### src/rtl/ishift_n_if.sv
// Operand/result bus of the iterative shifter; sticky exists only with ISHIFT_N_STICKY_EN.
interface ishift_n_if #(
    parameter int unsigned WIDTH = 16,
    parameter int unsigned CNTW  = 5
);
    logic             go;
    logic [1:0]       fmt;
    logic [CNTW-1:0]  cnt;
    logic [WIDTH-1:0] a;
    logic             busy;
    logic             done;
    logic [WIDTH-1:0] y;
    logic             c;
`ifdef ISHIFT_N_STICKY_EN
    logic             sticky;

    modport master (output go, fmt, cnt, a, input busy, done, y, c, sticky);
    modport slave  (input go, fmt, cnt, a, output busy, done, y, c, sticky);
`else
    modport master (output go, fmt, cnt, a, input busy, done, y, c);
    modport slave  (input go, fmt, cnt, a, output busy, done, y, c);
`endif
endinterface

### src/rtl/ishift_n.sv
// Iterative shifter/rotator: up to STEP bits per clock, done strobe, carry-out.
// Optional sticky output (OR of shifted-out bits) enabled by ISHIFT_N_STICKY_EN.
module ishift_n #(
    parameter int unsigned WIDTH = 16,
    parameter int unsigned CNTW  = 5,
    parameter int unsigned STEP  = 1
) (
    input  logic        clk,
    input  logic        arstn,
    ishift_n_if.slave   bus
);
    localparam int unsigned RW = $clog2(WIDTH + 1);

    localparam logic [1:0] F_LSR = 2'd0;
    localparam logic [1:0] F_LSL = 2'd1;
    localparam logic [1:0] F_ASR = 2'd2;
    localparam logic [1:0] F_ROR = 2'd3;

    typedef enum logic {S_IDLE, S_RUN} state_e;

    state_e           state_q, state_d;
    logic             busy_q, busy_d;
    logic             done_q, done_d;
    logic             c_q, c_d;
    logic [WIDTH-1:0] y_q, y_d;
    logic [RW-1:0]    rem_q, rem_d;
    logic [1:0]       fmt_q, fmt_d;
    logic [RW-1:0]    clamp_c;
    logic             out_b;
`ifdef ISHIFT_N_STICKY_EN
    logic             sticky_q, sticky_d;
`endif

    // Shifts saturate at WIDTH; rotates wrap modulo WIDTH (a power of two).
    always_comb begin
        if (bus.fmt == F_ROR) begin
            clamp_c = RW'(bus.cnt & CNTW'(WIDTH - 1));
        end else if (32'(bus.cnt) > WIDTH) begin
            clamp_c = RW'(WIDTH);
        end else begin
            clamp_c = RW'(bus.cnt);
        end
    end

    always_comb begin
        state_d  = state_q;
        busy_d   = busy_q;
        done_d   = 1'b0;
        y_d      = y_q;
        c_d      = c_q;
        rem_d    = rem_q;
        fmt_d    = fmt_q;
        out_b    = 1'b0;
`ifdef ISHIFT_N_STICKY_EN
        sticky_d = sticky_q;
`endif
        unique case (state_q)
            S_IDLE: begin
                if (bus.go) begin
                    state_d  = S_RUN;
                    busy_d   = 1'b1;
                    y_d      = bus.a;
                    fmt_d    = bus.fmt;
                    c_d      = 1'b0;
                    rem_d    = clamp_c;
`ifdef ISHIFT_N_STICKY_EN
                    sticky_d = 1'b0;
`endif
                end
            end
            S_RUN: begin
                if (rem_q == '0) begin
                    state_d = S_IDLE;
                    busy_d  = 1'b0;
                    done_d  = 1'b1;
                end else begin
                    // Unrolled single-bit steps, each gated by the remaining count.
                    for (int i = 0; i < int'(STEP); i++) begin
                        if (RW'(i) < rem_q) begin
                            unique case (fmt_q)
                                F_LSL: begin
                                    out_b = y_d[WIDTH-1];
                                    y_d   = {y_d[WIDTH-2:0], 1'b0};
                                end
                                F_ASR: begin
                                    out_b = y_d[0];
                                    y_d   = {y_d[WIDTH-1], y_d[WIDTH-1:1]};
                                end
                                F_ROR: begin
                                    out_b = 1'b0;
                                    y_d   = {y_d[0], y_d[WIDTH-1:1]};
                                end
                                default: begin
                                    out_b = y_d[0];
                                    y_d   = {1'b0, y_d[WIDTH-1:1]};
                                end
                            endcase
                            c_d   = (fmt_q == F_ROR) ? y_d[WIDTH-1] : out_b;
                            rem_d = rem_d - RW'(1);
`ifdef ISHIFT_N_STICKY_EN
                            sticky_d = sticky_d | out_b;
`endif
                        end
                    end
                end
            end
        endcase
    end

    always_ff @(posedge clk or negedge arstn) begin
        if (!arstn) begin
            state_q  <= S_IDLE;
            busy_q   <= 1'b0;
            done_q   <= 1'b0;
            y_q      <= '0;
            c_q      <= 1'b0;
            rem_q    <= '0;
            fmt_q    <= '0;
`ifdef ISHIFT_N_STICKY_EN
            sticky_q <= 1'b0;
`endif
        end else begin
            state_q  <= state_d;
            busy_q   <= busy_d;
            done_q   <= done_d;
            y_q      <= y_d;
            c_q      <= c_d;
            rem_q    <= rem_d;
            fmt_q    <= fmt_d;
`ifdef ISHIFT_N_STICKY_EN
            sticky_q <= sticky_d;
`endif
        end
    end

    assign bus.busy   = busy_q;
    assign bus.done   = done_q;
    assign bus.y      = y_q;
    assign bus.c      = c_q;
`ifdef ISHIFT_N_STICKY_EN
    assign bus.sticky = sticky_q;
`endif

endmodule

### src/flat_wrapper.sv
// flat-port wrapper written by rule: the top's interface ports become plain ports
module ishift_n_flat 
#(
    parameter int unsigned WIDTH = 16,
    parameter int unsigned CNTW  = 5,
    parameter int unsigned STEP  = 1
)
  (clk, arstn, bus_go, bus_fmt, bus_cnt, bus_a, bus_busy, bus_done, bus_y, bus_c);
  ishift_n_if #(.WIDTH(WIDTH), .CNTW(CNTW)) bus_i ();
  input  logic clk;
  input  logic arstn;
  input wire logic [$bits(bus_i.go)-1:0] bus_go;
  input wire logic [$bits(bus_i.fmt)-1:0] bus_fmt;
  input wire logic [$bits(bus_i.cnt)-1:0] bus_cnt;
  input wire logic [$bits(bus_i.a)-1:0] bus_a;
  output wire logic [$bits(bus_i.busy)-1:0] bus_busy;
  output wire logic [$bits(bus_i.done)-1:0] bus_done;
  output wire logic [$bits(bus_i.y)-1:0] bus_y;
  output wire logic [$bits(bus_i.c)-1:0] bus_c;
  assign bus_i.go = bus_go;
  assign bus_i.fmt = bus_fmt;
  assign bus_i.cnt = bus_cnt;
  assign bus_i.a = bus_a;
  assign bus_busy = bus_i.busy;
  assign bus_done = bus_i.done;
  assign bus_y = bus_i.y;
  assign bus_c = bus_i.c;
  ishift_n #(.WIDTH(WIDTH), .CNTW(CNTW), .STEP(STEP)) u_core (.clk(clk), .arstn(arstn), .bus(bus_i));
endmodule
### config.mk
export PLATFORM = sky130hd
export DESIGN_NAME = ishift_n_flat
export DESIGN_NICKNAME = d
export VERILOG_FILES = /design/src/rtl/ishift_n_if.sv /design/src/rtl/ishift_n.sv /design/src/flat_wrapper.sv
export SDC_FILE = /design/constraint.sdc
export NUM_CORES = 1
export LEC_CHECK = 0
export CORE_AREA = 8 8 62 59
export DETAILED_ROUTE_END_ITERATION = 10
export DIE_AREA = 0 0 70 67
export DONT_BUFFER_PORTS = 1
export PLACE_DENSITY = 0.76
export SLEW_MARGIN = 20
export SYNTH_ARGS = -nofsm -noshare
export SYNTH_HDL_FRONTEND = slang
export SYNTH_SLANG_ARGS = --single-unit
### constraint.sdc
create_clock -name clk -period 2.4 [get_ports clk]
set_input_delay 0.48 -clock clk [delete_from_list [all_inputs] [get_ports clk]]
set_output_delay 0.48 -clock clk [all_outputs]
set_load 0.005 [all_outputs]
==> results of run 1 <==
==> cells in the mapped netlist, drive strengths merged <==
master,instances,area share
o21ai,2,0.0064
nand2,4,0.0097
nor3,1,0.0032
buf,8,0.035
mux2,22,0.20
o31ai,1,0.0048
nor2b,5,0.020
o22ai,2,0.0081
inv,3,0.0072
nand3b,1,0.0048
a21boi,1,0.0048
a211o,1,0.0064
mux2i,16,0.10
dfrtp,27,0.43
nor2,20,0.048
ha,1,0.0081
a22o,1,0.0056
a22oi,3,0.014
a21oi,16,0.052
nor4,2,0.018
xor2,1,0.0056
==> how the worst max path moves through the flow <==
| stage | endpoint | slack [ps] |
|---|---|---|
| finish | u_core.bus.y[11] | 310 |
| global route | u_core.bus.y[13] | 180 |
| CTS | u_core.bus.y[11] | 310 |
| detailed placement | u_core.bus.y[11] | 330 |
| global placement | u_core.bus.y[11] | 420 |
| floorplan | u_core.bus.y[10] | 690 |
==> per-layer routing <==
layer	track usage	wire, um	vias to the layer above
met2	0.214	1530	31
met3	0.0505	267	2
met1	0.175	1470	514
met4	0.0376	15	0
li1	-	-	492
met5	0	0	-
==> registers in the layout, indices dropped and copies added, names as in the netlist <==
name,flops
u_core.state_q,1
u_core.fmt_q,2
u_core.bus.busy,1
u_core.bus.y,16
u_core.rem_q,5
u_core.bus.done,1
u_core.bus.c,1
==> kinds of logic after synthesis <==
kind of cell / count (synthesis) / synth area share
AOI/OAI and AO/OA: 27 / 0.102
DFF: 27 / 0.435
buffers and inverters: 11 / 0.0419
xor gates and xnor gates: 1 / 0.00564
muxes: 38 / 0.304
adders and majority gates: 1 / 0.00805
and+or+nand+nor: 33 / 0.104
==> per-stage QoR <==
| stage | total power [mW] | instance area [um2] |
|---|---|---|
| after floorplan | 2.40 | 1550 |
| after global placement | 2.58 | 1580 |
| after detailed placement | 2.66 | 1580 |
| after CTS | 2.87 | 1630 |
| after global routing | 3.07 | 1630 |
| final | 2.86 | 1630 |
==> final cells by class <==
cell class / count / area share
inverter: 3 / 0.00689
timing repair buffer: 7 / 0.0413
sequential: 27 / 0.413
multi-input combinational: 100 / 0.499
clock buffer: 4 / 0.0161
tap: 30 / 0.0230
==> power groups by stage <==
stage | clock network, mW | logic, mW | registers [mW]
floorplan | 0 | 1.49 | 0.916
detailed placement | 0 | 1.64 | 1.02
global route | 0.219 | 1.80 | 1.05
finish | 0.195 | 1.66 | 1.01
CTS | 0.201 | 1.66 | 1.01
global placement | 0 | 1.57 | 1.01
==> worst reg2reg max path: cells and delay by family, from the launching register on <==
kind | cells | cell delay, ps
adders and majority gates | 1 | 170
AOI/OAI and AO/OA | 1 | 370
muxes | 1 | 320
buffers and inverters | 2 | 360
and+or+nand+nor | 2 | 350
DFF | 1 | 430
==> what timing repair did <==
item / 4_1_cts / 5_1_grt
buffers inserted: 0 / 0
endpoints found under the hold margin: 27 / 0
hold buffers: 2 / 0
resized for setup: 0 / 0
==> results.sh, run 1 <==
export IMPL_status="finished clean"
export IMPL_cp_data_required_time_ps=2620
export IMPL_io_pins=45
export IMPL_r2r_end="u_core.bus.y[11]"
export IMPL_cp_depth=7
export IMPL_ys_seq_area_frac=0.435
export IMPL_grt_usage=0.137
export IMPL_area_growth_pct=5.15
export IMPL_place_ws_ps=330
export IMPL_clock_sinks=27
export IMPL_dpl_cell_count=165
export IMPL_clk_pin_slew_worst_paths_ps=140
export IMPL_grt_pass1_vias=1073
export IMPL_cp_arrival_ps=2310
export IMPL_crit_slowest_cell="dfrtp_1"
export IMPL_p_int_mw=1.75
export IMPL_die_w_um=70
export IMPL_fin_crit_sh=0.873
export IMPL_multi_input_area_um2=816
export IMPL_max_vdd_ir_drop_mv=0.953
export IMPL_slew_viol_final=0
export IMPL_crit_path_start="u_core.rem_q[0]"
export IMPL_antenna_left=0
export IMPL_start_kind="flip-flop"
export IMPL_grt_max_degree=28
export IMPL_crit_type="reg -> reg"
export IMPL_synth_warnings=0
export IMPL_totalWireLength_mm=3.29
export IMPL_syn_area_um2=1550
export IMPL_worstHoldStart="bus_fmt[1]"
export IMPL_grt_overflow=0
export IMPL_antenna_found_initial=0
export IMPL_vias=1039
export IMPL_register_area_um2=676
export IMPL_powerDensity_nw_per_um2=1750
export IMPL_leakage_nw=0.711
export IMPL_fillers=212
export IMPL_htreeDepth=1
export IMPL_final_common_cell="dfrtp_1"
export IMPL_cts_tree="yes"
export IMPL_p_sw_frac=0.387
export IMPL_syn_inst=138
export IMPL_dp_hpwl_mm=2.44
export IMPL_layout_common_cells="dfrtp_1 (27), nor2_1 (20), mux2_4 (17), mux2i_1 (16), a21oi_1 (16)"
export IMPL_clock_skew_ps=2.31
export IMPL_io_buffers=0
export IMPL_cp_max_fo=11
export IMPL_dieArea_um2=4690
export IMPL_fp_dieH_um=67
export IMPL_maxCapViolations=0
export IMPL_worst_pin_slew_ps=335
export IMPL_min_path_cells=1
export IMPL_worstReg2RegStart="u_core.rem_q[0]"
export IMPL_combPwrFrac=0.579
export IMPL_finalNonFillerCells=171
export IMPL_routed_via_density=6.08
export IMPL_finalNetCount=169
export IMPL_reg2reg_slack_ps=310
export IMPL_synth_ff_latch_count=27
export IMPL_drt_iter0_drc=75
export IMPL_fmax_ghz=0.477
export IMPL_grt_pass1_wl_mm=5.33
export IMPL_path_buf_inv=2
export IMPL_grt_setup_unrepaired="false"
export IMPL_slew_headroom=0.776
export IMPL_p_clk_frac=0.068
export IMPL_critPathCaptureType="flip-flop"
export IMPL_layout_drive_gt1_share=0.241
export IMPL_hold_violations=0
export IMPL_antenna_cells=0
export IMPL_period_needed_ps=2090
export IMPL_drt_pass1_iterations=4
export IMPL_cts_buffers=3
export IMPL_utilization=0.625
export IMPL_syn_nets=165
export IMPL_whs_ps=304
export IMPL_avgRoutedWirePerCell_um=19.2
export IMPL_p_switching_mw=1.11
export IMPL_power_frac_seq=0.353
export IMPL_gp_routability_congestion=0.840
export IMPL_route_detailed_drc=0
export IMPL_rows=18
export IMPL_clock_path_buffers=2
export IMPL_reg2reg_depth=7
export IMPL_min_to="u_core.fmt_q[1]"
export IMPL_core_area_um2=2610
export IMPL_start_util=0.595
export IMPL_setup_slack_ps=305
export IMPL_hold_class="in -> reg"
export IMPL_post_synth_cell_area_avg_um2=11.3
export IMPL_setup_violations=0
export IMPL_cts_root_buf="clkbuf_4"
export IMPL_critical_path_max_stage_delay_ps=430
export IMPL_yosysUniqueCellTypes=26
export IMPL_critPathTopFamily="flip-flops"
export IMPL_crit_chain="inv_1 -> ha_1 -> nand2_1 -> nor4_4 -> a211o_2 -> buf_4 -> mux2_4"
export IMPL_finalSetupTns_ps=0
export IMPL_worstSkewPairLatency_ps=310
Note: power is estimated with default switching activity, not from simulation.
==> inputs of run 2 (changes only) <==
--- a/config.mk
+++ b/config.mk
@@ -5,11 +5,12 @@
 export SDC_FILE = /design/constraint.sdc
 export NUM_CORES = 1
 export LEC_CHECK = 0
-export CORE_AREA = 8 8 62 59
+export CORE_AREA = 8 8 61 58
+export CTS_BUF_LIST = sky130_fd_sc_hd__clkbuf_4 sky130_fd_sc_hd__clkbuf_8
 export DETAILED_ROUTE_END_ITERATION = 10
-export DIE_AREA = 0 0 70 67
+export DIE_AREA = 0 0 69 66
 export DONT_BUFFER_PORTS = 1
-export PLACE_DENSITY = 0.76
+export PLACE_DENSITY = 0.78
 export SLEW_MARGIN = 20
 export SYNTH_ARGS = -nofsm -noshare
 export SYNTH_HDL_FRONTEND = slang
==> run 2 against run 1 <==
  * Non-clock buffer count down 3
  * Final area down 1.3%
  * Register-to-register slack worse by 20 ps
  * Flip-flop and latch count unchanged
  * Via count down 0.48%
  * Setup slack worse by 25 ps
  * Highest routed layer unchanged
  * Critical endpoint is now u_core.bus.y[3]
  * Sequential share of layout area up 0.55 points
  * Die area down 2.9%
  * Combinational power down 4%
  * Power down 1.8%
  * Final cell count down 1.8%
==> results.sh, run 2 (synthesis results as in run 1) <==
export IMPL_status="finished clean"
export IMPL_dieArea_um2=4550
export IMPL_finalNonFillerCells=168
export IMPL_start_util=0.605
export IMPL_critPathCaptureType="flip-flop"
export IMPL_crit_slowest_cell="a211o_2"
export IMPL_worst_pin_slew_ps=592
export IMPL_maxCapViolations=0
export IMPL_clock_skew_ps=6.21
export IMPL_start_kind="flip-flop"
export IMPL_rows=18
export IMPL_hold_violations=0
export IMPL_finalNetCount=166
export IMPL_htreeDepth=1
export IMPL_reg2reg_depth=6
export IMPL_grt_usage=0.140
export IMPL_clock_path_buffers=2
export IMPL_antenna_cells=0
export IMPL_period_needed_ps=2120
export IMPL_max_vdd_ir_drop_mv=1.20
export IMPL_io_pins=45
export IMPL_dp_hpwl_mm=2.39
export IMPL_totalWireLength_mm=3.23
export IMPL_slew_headroom=0.605
export IMPL_power_total_mw=2.81
export IMPL_clk_pin_slew_worst_paths_ps=150
export IMPL_largest_register_ffs=16
export IMPL_core_area_um2=2570
export IMPL_grt_pass1_wl_mm=5.34
export IMPL_grt_overflow=0
export IMPL_critical_path_max_stage_delay_ps=550
export IMPL_grt_pass1_vias=1050
export IMPL_min_path_cells=1
export IMPL_area_growth_pct=3.78
export IMPL_setup_violations=0
export IMPL_cts_buffers=3
export IMPL_cp_depth=6
export IMPL_path_buf_inv=1
export IMPL_drt_iter0_drc=59
export IMPL_hold_class="in -> reg"
export IMPL_finalSetupTns_ps=0
export IMPL_grt_max_degree=36
export IMPL_worstSkewPairLatency_ps=330
export IMPL_cp_max_fo=21
export IMPL_cp_arrival_ps=2350
export IMPL_io_buffers=0
export IMPL_avgRoutedWirePerCell_um=19.2
export IMPL_powerDensity_nw_per_um2=1740
export IMPL_vias=1034
export IMPL_cts_tree="yes"
export IMPL_slew_viol_final=0
export IMPL_route_detailed_drc=0
export IMPL_final_common_cell="dfrtp_1"
export IMPL_layout_drive_gt1_share=0.232
export IMPL_antenna_found_initial=0
export IMPL_die_w_um=69
export IMPL_dpl_cell_count=162
export IMPL_antenna_left=0
export IMPL_routed_via_density=6.15
export IMPL_drt_pass1_iterations=5
export IMPL_leakage_nw=0.699
export IMPL_crit_type="reg -> reg"
export IMPL_fp_dieH_um=66
export IMPL_grt_setup_unrepaired="false"
export IMPL_fin_crit_sh=0.883
export IMPL_cts_root_buf="clkbuf_4"
export IMPL_gp_routability_congestion=0.863
export IMPL_cp_data_required_time_ps=2630
export IMPL_critPathTopFamily="compound AO/OA/AOI/OAI gates"
export IMPL_crit_chain="inv_1 -> ha_1 -> nand2_1 -> nor4_4 -> a211o_2 -> mux2_2"
export IMPL_layout_common_cells="dfrtp_1 (27), nor2_1 (20), mux2_4 (17), mux2i_1 (16), a21oi_1 (16)"
export IMPL_fmax_ghz=0.472
export IMPL_clock_sinks=27
export IMPL_utilization=0.628
-- run 2: cell type report --
type                       instances  area (um2)
timing repair buffer               4        45.0
multi-input combinational        100         816
sequential                        27         676
clock buffer                       3        22.5
inverter                           3        11.3
clock inverter                     1        5.00
fill                             221         955
tap                               30        37.5
-- run 2: worst paths after layout --
check	startpoint	slack (ps)	endpoint
max	u_core.rem_q[0]	280	u_core.bus.y[3]
min	bus_fmt[1]	290	u_core.fmt_q[1]
max reg2reg	u_core.rem_q[0]	280	u_core.bus.y[3]
min reg2reg	u_core.bus.busy	550	u_core.bus.busy
max in group asynchronous	arstn	1670	u_core.bus.y[2]
min in group asynchronous	arstn	580	u_core.bus.c
-- run 2: metrics by stage --
stage	hold slack (ps)	instance area, um2	setup slack (ps)
after floorplan	184	1550	688
after global placement	185	1560	396
after detailed placement	185	1560	285
after CTS	290	1610	264
after global routing	282	1610	173
final	289	1610	280
-- run 2: power breakdown --
group	switching, mW	internal [mW]
Clock	0.136	0.0625
Sequential	0.305	0.701
Combinational	0.654	0.949
-- run 2: routing by layer --
metal / track usage / routed length [um]
met1: 0.171 / 1380
met2: 0.224 / 1510
met3: 0.0586 / 304
met4: 0.0384 / 32
met5: 0 / 0
-- run 2: timing repair --
item,4_1_cts,5_1_grt
endpoints found under the hold margin,27,0
buffers inserted,0,0
resized for setup,0,0
hold buffers,2,0
